### config.mk
export PLATFORM = sky130hd
export DESIGN_NAME = gray_frame_writer
export DESIGN_NICKNAME = d
export VERILOG_FILES = /design/src/rtl/gray_frame_writer.sv
export SDC_FILE = /design/constraint.sdc
export NUM_CORES = 1
export LEC_CHECK = 0
export BUFFER_PORTS_ARGS = -buffer_cell sky130_fd_sc_hd__buf_2
export CAP_MARGIN = 20
export CORE_MARGIN = 3
export CORE_UTILIZATION = 45
export DETAILED_ROUTE_END_ITERATION = 16
export GPL_TIMING_DRIVEN = 0
export PLACE_DENSITY = 0.66
export SLEW_MARGIN = 20
export SYNTH_ARGS = -nofsm -noshare
export SYNTH_HDL_FRONTEND = slang
export SYNTH_SLANG_ARGS = --single-unit
### constraint.sdc
create_clock -name clock -period 3.7 [get_ports clock]
set_input_delay 0.74 -clock clock [delete_from_list [all_inputs] [get_ports clock]]
set_output_delay 0.74 -clock clock [all_outputs]
set_load 0.02 [all_outputs]
### src/rtl/gray_frame_writer.sv
// gray_frame_writer: turns a 24-bit RGB pixel stream into 8-bit grey and packs
// four grey bytes per 32-bit SRAM word. It emits {mask, addr, data} write commands
// into one of two frame buffers. Frame start/end use four-phase handshakes with the
// swap controller.
// Optional build macro: LUMA_CONVERT_EN selects weighted luma instead of green passthrough.
module gray_frame_writer #(
    parameter int          N_PIXEL = 480000,
    parameter logic [17:0] BASE0   = 18'h00000,
    parameter logic [17:0] BASE1   = 18'h20000
) (
    input  logic        clock,
    input  logic        reset_n,
    input  logic        start,
    output logic        start_ack,
    output logic        done,
    input  logic        done_ack,
    input  logic        buffer_sel,
    input  logic [23:0] pix_in,
    input  logic        pix_valid,
    output logic        pix_ready,
    output logic [53:0] dout,
    output logic        valid,
    input  logic        ready
);

    localparam int CNT_W = $clog2(N_PIXEL + 1);
    localparam logic [CNT_W-1:0] LIMIT = CNT_W'(N_PIXEL);
    localparam logic [CNT_W-1:0] LAST  = CNT_W'(N_PIXEL - 1);

    typedef enum logic [2:0] {
        IDLE,
        ACK,
        RUN,
        FLUSH,
        DONE
    } state_t;

    state_t state, state_next;

    logic [CNT_W-1:0] pix_cnt;
    logic [17:0]      word_cnt;
    logic [1:0]       lane;
    logic [23:0]      held;
    logic             sel_q;
    logic             ack_seen;
    logic [7:0]       g;
    logic             out_free;
    logic             accept;
    logic             load_full;
    logic             load_part;
    logic [17:0]      base;
    logic [3:0]       part_mask;
    logic [31:0]      part_data;

`ifdef LUMA_CONVERT_EN
    logic [15:0] luma_sum;

    // Weighted luma; the weights sum to 256 so the top byte never overflows.
    always_comb begin
        luma_sum = 16'd77  * 16'(pix_in[23:16])
                 + 16'd150 * 16'(pix_in[15:8])
                 + 16'd29  * 16'(pix_in[7:0]);
        g = luma_sum[15:8];
    end
`else
    logic unused_channels;

    // Green channel passthrough; red and blue are deliberately unused in this build.
    always_comb begin
        g = pix_in[15:8];
        unused_channels = ^{pix_in[23:16], pix_in[7:0]};
    end
`endif

    // Handshake strobes for the pixel input, the output register and the partial-word flush.
    always_comb begin
        out_free  = !valid || ready;
        pix_ready = (state == RUN) && (pix_cnt < LIMIT) && ((lane != 2'd3) || out_free);
        accept    = pix_valid && pix_ready;
        load_full = accept && (lane == 2'd3);
        load_part = (state == FLUSH) && (lane != 2'd0) && out_free;
        base      = sel_q ? BASE1 : BASE0;
        case (lane)
            2'd1:    part_mask = 4'b0001;
            2'd2:    part_mask = 4'b0011;
            2'd3:    part_mask = 4'b0111;
            default: part_mask = 4'b0000;
        endcase
        part_data = {8'h00, held & {{8{part_mask[2]}}, {8{part_mask[1]}}, {8{part_mask[0]}}}};
    end

    // Frame sequencer state register.
    always_ff @(posedge clock or negedge reset_n) begin
        if (!reset_n) begin
            state <= IDLE;
        end else begin
            state <= state_next;
        end
    end

    // Next-state logic and the start/done handshake outputs.
    always_comb begin
        state_next = state;
        start_ack  = 1'b0;
        done       = 1'b0;
        case (state)
            IDLE: begin
                if (start) begin
                    state_next = ACK;
                end
            end
            ACK: begin
                start_ack = 1'b1;
                if (!start) begin
                    state_next = RUN;
                end
            end
            RUN: begin
                if ((pix_cnt >= LIMIT) || (accept && (pix_cnt == LAST))) begin
                    state_next = FLUSH;
                end
            end
            FLUSH: begin
                if ((lane == 2'd0) && !valid) begin
                    state_next = DONE;
                end
            end
            DONE: begin
                done = !ack_seen;
                if (ack_seen && !done_ack) begin
                    state_next = IDLE;
                end
            end
            default: state_next = IDLE;
        endcase
    end

    // Pixel packing, counters and the output command register.
    always_ff @(posedge clock or negedge reset_n) begin
        if (!reset_n) begin
            pix_cnt  <= '0;
            word_cnt <= '0;
            lane     <= '0;
            held     <= '0;
            sel_q    <= 1'b0;
            ack_seen <= 1'b0;
            dout     <= '0;
            valid    <= 1'b0;
        end else begin
            if ((state == IDLE) && start) begin
                sel_q    <= buffer_sel;
                pix_cnt  <= '0;
                word_cnt <= '0;
                lane     <= '0;
            end

            if (state == IDLE) begin
                ack_seen <= 1'b0;
            end else if ((state == DONE) && done_ack) begin
                ack_seen <= 1'b1;
            end

            if (accept) begin
                pix_cnt <= pix_cnt + 1'b1;
                lane    <= lane + 2'd1;
                case (lane)
                    2'd0:    held[7:0]   <= g;
                    2'd1:    held[15:8]  <= g;
                    2'd2:    held[23:16] <= g;
                    default: ;
                endcase
            end

            if (load_full) begin
                dout     <= {4'hF, base + word_cnt, g, held};
                word_cnt <= word_cnt + 18'd1;
            end else if (load_part) begin
                dout     <= {part_mask, base + word_cnt, part_data};
                word_cnt <= word_cnt + 18'd1;
                lane     <= 2'd0;
            end

            if (load_full || load_part) begin
                valid <= 1'b1;
            end else if (ready) begin
                valid <= 1'b0;
            end
        end
    end

endmodule

# Yosys cells after proc, flatten, opt, wreduce, memory -nomap -nowiden
# Cells that the tools add are included.
dict set report totals {
  elab_cells 87
  out_inout_bits 58
  inputBits 31
  regBits 123
}
dict set report classes {
  eq_ne 14
  n_lt_le_gt_ge 2
  bitwise_logic 1
  add_sub_neg 4
  mux 25
  n_reduce_logical 30
}
# operator n
set op_table {}
lappend op_table {{$mux W54} 2}
lappend op_table {{$mux W18} 4}
lappend op_table {{$mux W19} 2}
lappend op_table {{$and A24 B24 Y24} 1}
lappend op_table {{$add A19 B1 Y19 const B} 1}
lappend op_table {{$eq A19 B19 Y1 const B} 1}
lappend op_table {{$ge A19 B19 Y1 const B} 1}
lappend op_table {{$lt A19 B19 Y1 const B} 1}
lappend op_table {{$add A18 B1 Y18 const B} 1}
lappend op_table {{$add A18 B18 Y18} 1}
lappend op_table {{$mux W3} 5}
lappend op_table {{$pmux W3 S5} 1}
lappend op_table {{$logic_and A1 B1 Y1} 11}
lappend op_table {{$reduce_bool A2 Y1} 5}
lappend op_table {{$pmux W3 S3} 1}
lappend op_table {{$mux W2} 4}
lappend op_table {{$ne A2 B2 Y1 const B} 4}
lappend op_table {{$eq A3 B2 Y1 const B} 2}
lappend op_table {{$mux W1} 6}
lappend op_table {{$reduce_and A2 Y1} 3}
lappend op_table {{$reduce_and A5 Y1} 1}
lappend op_table {{$eq A2 B2 Y1 const B} 2}
lappend op_table {{$logic_or A1 B1 Y1} 4}
lappend op_table {{$ne A2 B1 Y1 const B} 2}
lappend op_table {{other kinds (8)} 10}

# Longest topological paths before layout
dict set report depth {
  ltp_word 9
  depth_mapped 9
  mapped_depth_nobuf 7
}

# Worst setup path after synthesis
# No wires, ideal clock.
dict set report synth_path {
  path_kind {register to output}
  from {reg pix_cnt[15]}
  to {out pix_ready}
  setup_slack_ns 1.524
  path_stages_with_launch 5
  t_arrival_ns 1.436
  path_cell_list {dfrtp_1 nor4_4 a221o_2 nand2_1 a21oi_1}
}
dict set report synth_between {
  elab_chain_len 3
}
# element line
set synth_lines {}
lappend synth_lines {{from (decl)} 40} ;# logic [CNT_W-1:0] pix_cnt;
lappend synth_lines {{from (signal assigned)} 164} ;# pix_cnt <= pix_cnt + 1'b1;
lappend synth_lines {{$lt A19 B19 Y1} 78} ;# pix_ready = (state == RUN) && (pix_cnt < LIMIT) && ((lane != 2'd3) || out_free);
lappend synth_lines {{$logic_and A1 B1 Y1 (2 in a row)} 78}
lappend synth_lines {{to (decl)} 20} ;# output logic pix_ready,
# Every way passes these cells.

# Worst setup path after layout
dict set report layout_path {
  from {reg pix_cnt[13]}
  to {out pix_ready}
}
# The elaborated chain is that of the path after synthesis.

==> out/results.tsv <==
metric	value	unit
Sw Share	31.4	%
antenna-violating nets left	0	
First-pass DRT Iterations	5	
storage element area	0.00308	mm²
Worst-Margin Slew	945	ps
maxcap violations	0	
CTS tree	built	
RD Place Congestion	0.838	
clock slew at reported path FFs	50	ps
part of the cycle the worst path needs	74.7	%
Synth Register Bits	123	
Die Height	116	µm
Top Ports	89	
mean cell area of the mapped netlist	10.5	µm²
hpwl dp	8970	µm
Post-synth EDFFs	0	
worst path arrival time	2030	ps
crit path capture type	output port	
Psw	1.50	mW
CTS H-tree depth	4	
Net Count, Synth	562	
Yosys top cell by area	dfrtp_1	
ys async rst share	100	%
post-route cell area	0.00668	mm²
CP delay by family, top	simple AND/OR/NAND/NOR gates	
Area Overhead vs Synth	21.6	%
share of power burned in registers	39.1	%
Tot Pwr	4.77	mW
total track usage	20.0	%
Relative slew margins	37.0	%
row count	39	
post-synthesis cell area	0.00549	mm²
post-synth top area share	56.0	%
RSZ-0062 raised after global routing	no	
post-synthesis sequential area ratio	56.0	%
Clk pwr share	35.8	%
crit start category	register	
final core utilization	57.3	%
max-slew violations	0	
Core Area	0.0117	mm²
setup tns final	0	ps
top_reg_cell synth	dfrtp_1	
port buffer count	72	
fill count	1002	
Int Pwr	3.27	mW
overall die area	0.0136	mm²
crit-path cells	nor4_4 > a221o_2 > nand2_1 > a21oi_1 > buf_2	
worst skew pair latency	420	ps
Total Routed Length	12700	µm
Mapped Cells	522	
pin count of the biggest net entering global routing	73	
Synth area leaders	dfrtp_1 (56%), nand2_1 (9.0%), mux2_2 (4.9%)	
Final Skew	5.98	ps
root buffer cell	clkbuf_16	
post-CTS setup buffer count	0	
total stage count of the critical path	5	
die width	116	µm
Max Clk Rate	362	MHz
leakage power	3.44	nW
CP Buf/Inv Count	1	
most numerous cell in the Yosys netlist	nand2_1	
Comb power frac	25.1	%
layout cell share with drive strength beyond 1	24.7	%
final hold vios	0	
Netlist cell types	52	
final layout net count	654	
CTS Buf Count	17	
Largest stage delay, worst path	460	ps
Post-synth top cells	nand2_1 (132), dfrtp_1 (123), mux2_2 (24), nand3_1 (24), o21ai_0 (21)	
worst-path maximum fanout	6	
clock sinks	123	
DR vias/cell	5.51	
PostCTS Resize Cnt	0	
R2R cell count	5	
global route overflow	0	
Tmin final	2770	ps
endpoints failing setup	0	
Critical-path top delay cell	dfrtp_1	
initial drt markers	224	
Multi-input gate area	0.00225	mm²
Initial Util	47.1	%
DRC errors left	0	
Worst Hold Class	input port to async pin	
Power Dens Cells	714	mW/mm²
Worst VDD drop	386	µV
WP data required	2960	ps
via count	4241	
first-pass GRT wire length	20900	µm
antenna violations before repair	0	
clock buffer depth	2	
warnings from Yosys	0	
ANT cells	0	
Avg WL per Cell	16.5	µm
post-placement cell area	0.00606	mm²
Setup CP Type	register to output port	
outcome	finished, final reports clean	
vias in the first global route	4203	
Post-CTS Hold Fix Bufs	0	
[sequential cells by signal, indices dropped and copies added, names as in the netlist]
register,flops
ack_seen,1
dout,54
held,24
lane,2
pix_cnt,19
sel_q,1
state,3
valid,1
word_cnt,18
[power by group through the flow]
stage | Sequential, mW | Clock [mW] | Combinational, mW
2_1_floorplan | 2.01 | 0 | 0.665
3_3_place_gp | 1.87 | 0 | 1.18
3_5_place_dp | 1.89 | 0 | 1.20
4_1_cts | 1.86 | 1.74 | 1.21
5_1_grt | 1.91 | 1.79 | 1.32
6_report | 1.87 | 1.71 | 1.20
[per-layer routing]
| layer | routed length [µm] | part of all wire, % | GRT usage (%) | vias to the layer above |
|---|---|---|---|---|
| met1 | 5850 | 46 | 28.3 | 2097 |
| met3 | 676 | 5.3 | 4.30 | 12 |
| met4 | 145 | 1.1 | 7.42 | 0 |
| met5 | 0 | 0 | 0 | - |
| met2 | 6020 | 47 | 30.4 | 93 |
| li1 | - | - | - | 2039 |
[area by class of cell]
cell class	instances	share of cell area, %
sequential	123	46.1
multi-input combinational	367	33.8
clock buffer	25	7.57
timing repair buffer	73	5.90
tap	143	2.68
buffer	23	1.87
clock inverter	7	1.65
inverter	9	0.506
[cells in the final DEF, fill, tap and decap left out, types with 3 or more instances in the layout]
master       n
nand2_1    132
dfrtp_1    123
buf_2       84
nand3_1     24
mux2_2      24
o21ai_0     21
mux2i_1     19
nor2_1      18
a22o_1      17
clkbuf_16   17
a21oi_1     14
nor3_1      13
nand4_1     12
inv_1        9
and3_1       9
ha_1         9
clkbuf_1     8
and4_1       5
clkbuf_8     5
a211o_1      4
clkinv_2     4
buf_6        3
bufinv_16    3
[worst paths after layout]
kind,start,to,slack (ps)
worst max-delay path,pix_cnt[13],pix_ready,930
worst min-delay path,reset_n,dout[38],280
worst max register to register,pix_cnt[13],dout[11],1260
worst min register to register,dout[43],dout[43],460
max in group asynchronous,reset_n,dout[24],2710
min in group clock,dout[43],dout[43],460
[worst register-to-register path, stage by stage, from the launching register on]
cell and delay (ps):
dfrtp_1 460, nor4_4 410, a221o_2 300, nand2_1 170, a21oi_1 800, a22o_1 240
[kinds of logic (layout without fill, tap and decap cells)]
group	Yosys count	count (layout)	synth area share [%]
compound gates	80	80	10.3
fa+ha+maj	9	9	2.05
mux	43	43	8.38
simple gates	234	234	20.2
flops	123	123	56.0
xor+xnor	1	1	0.160
buf+inv	32	137	2.89
[stage by stage]
step	hold WS, ps	cells	worst slack [ps]
finish	276	770	935
global route	308	770	861
CTS	290	770	939
detailed placement	451	738	1140
global placement	445	737	362
floorplan	444	522	1520
(Power assumes the default switching activity.)
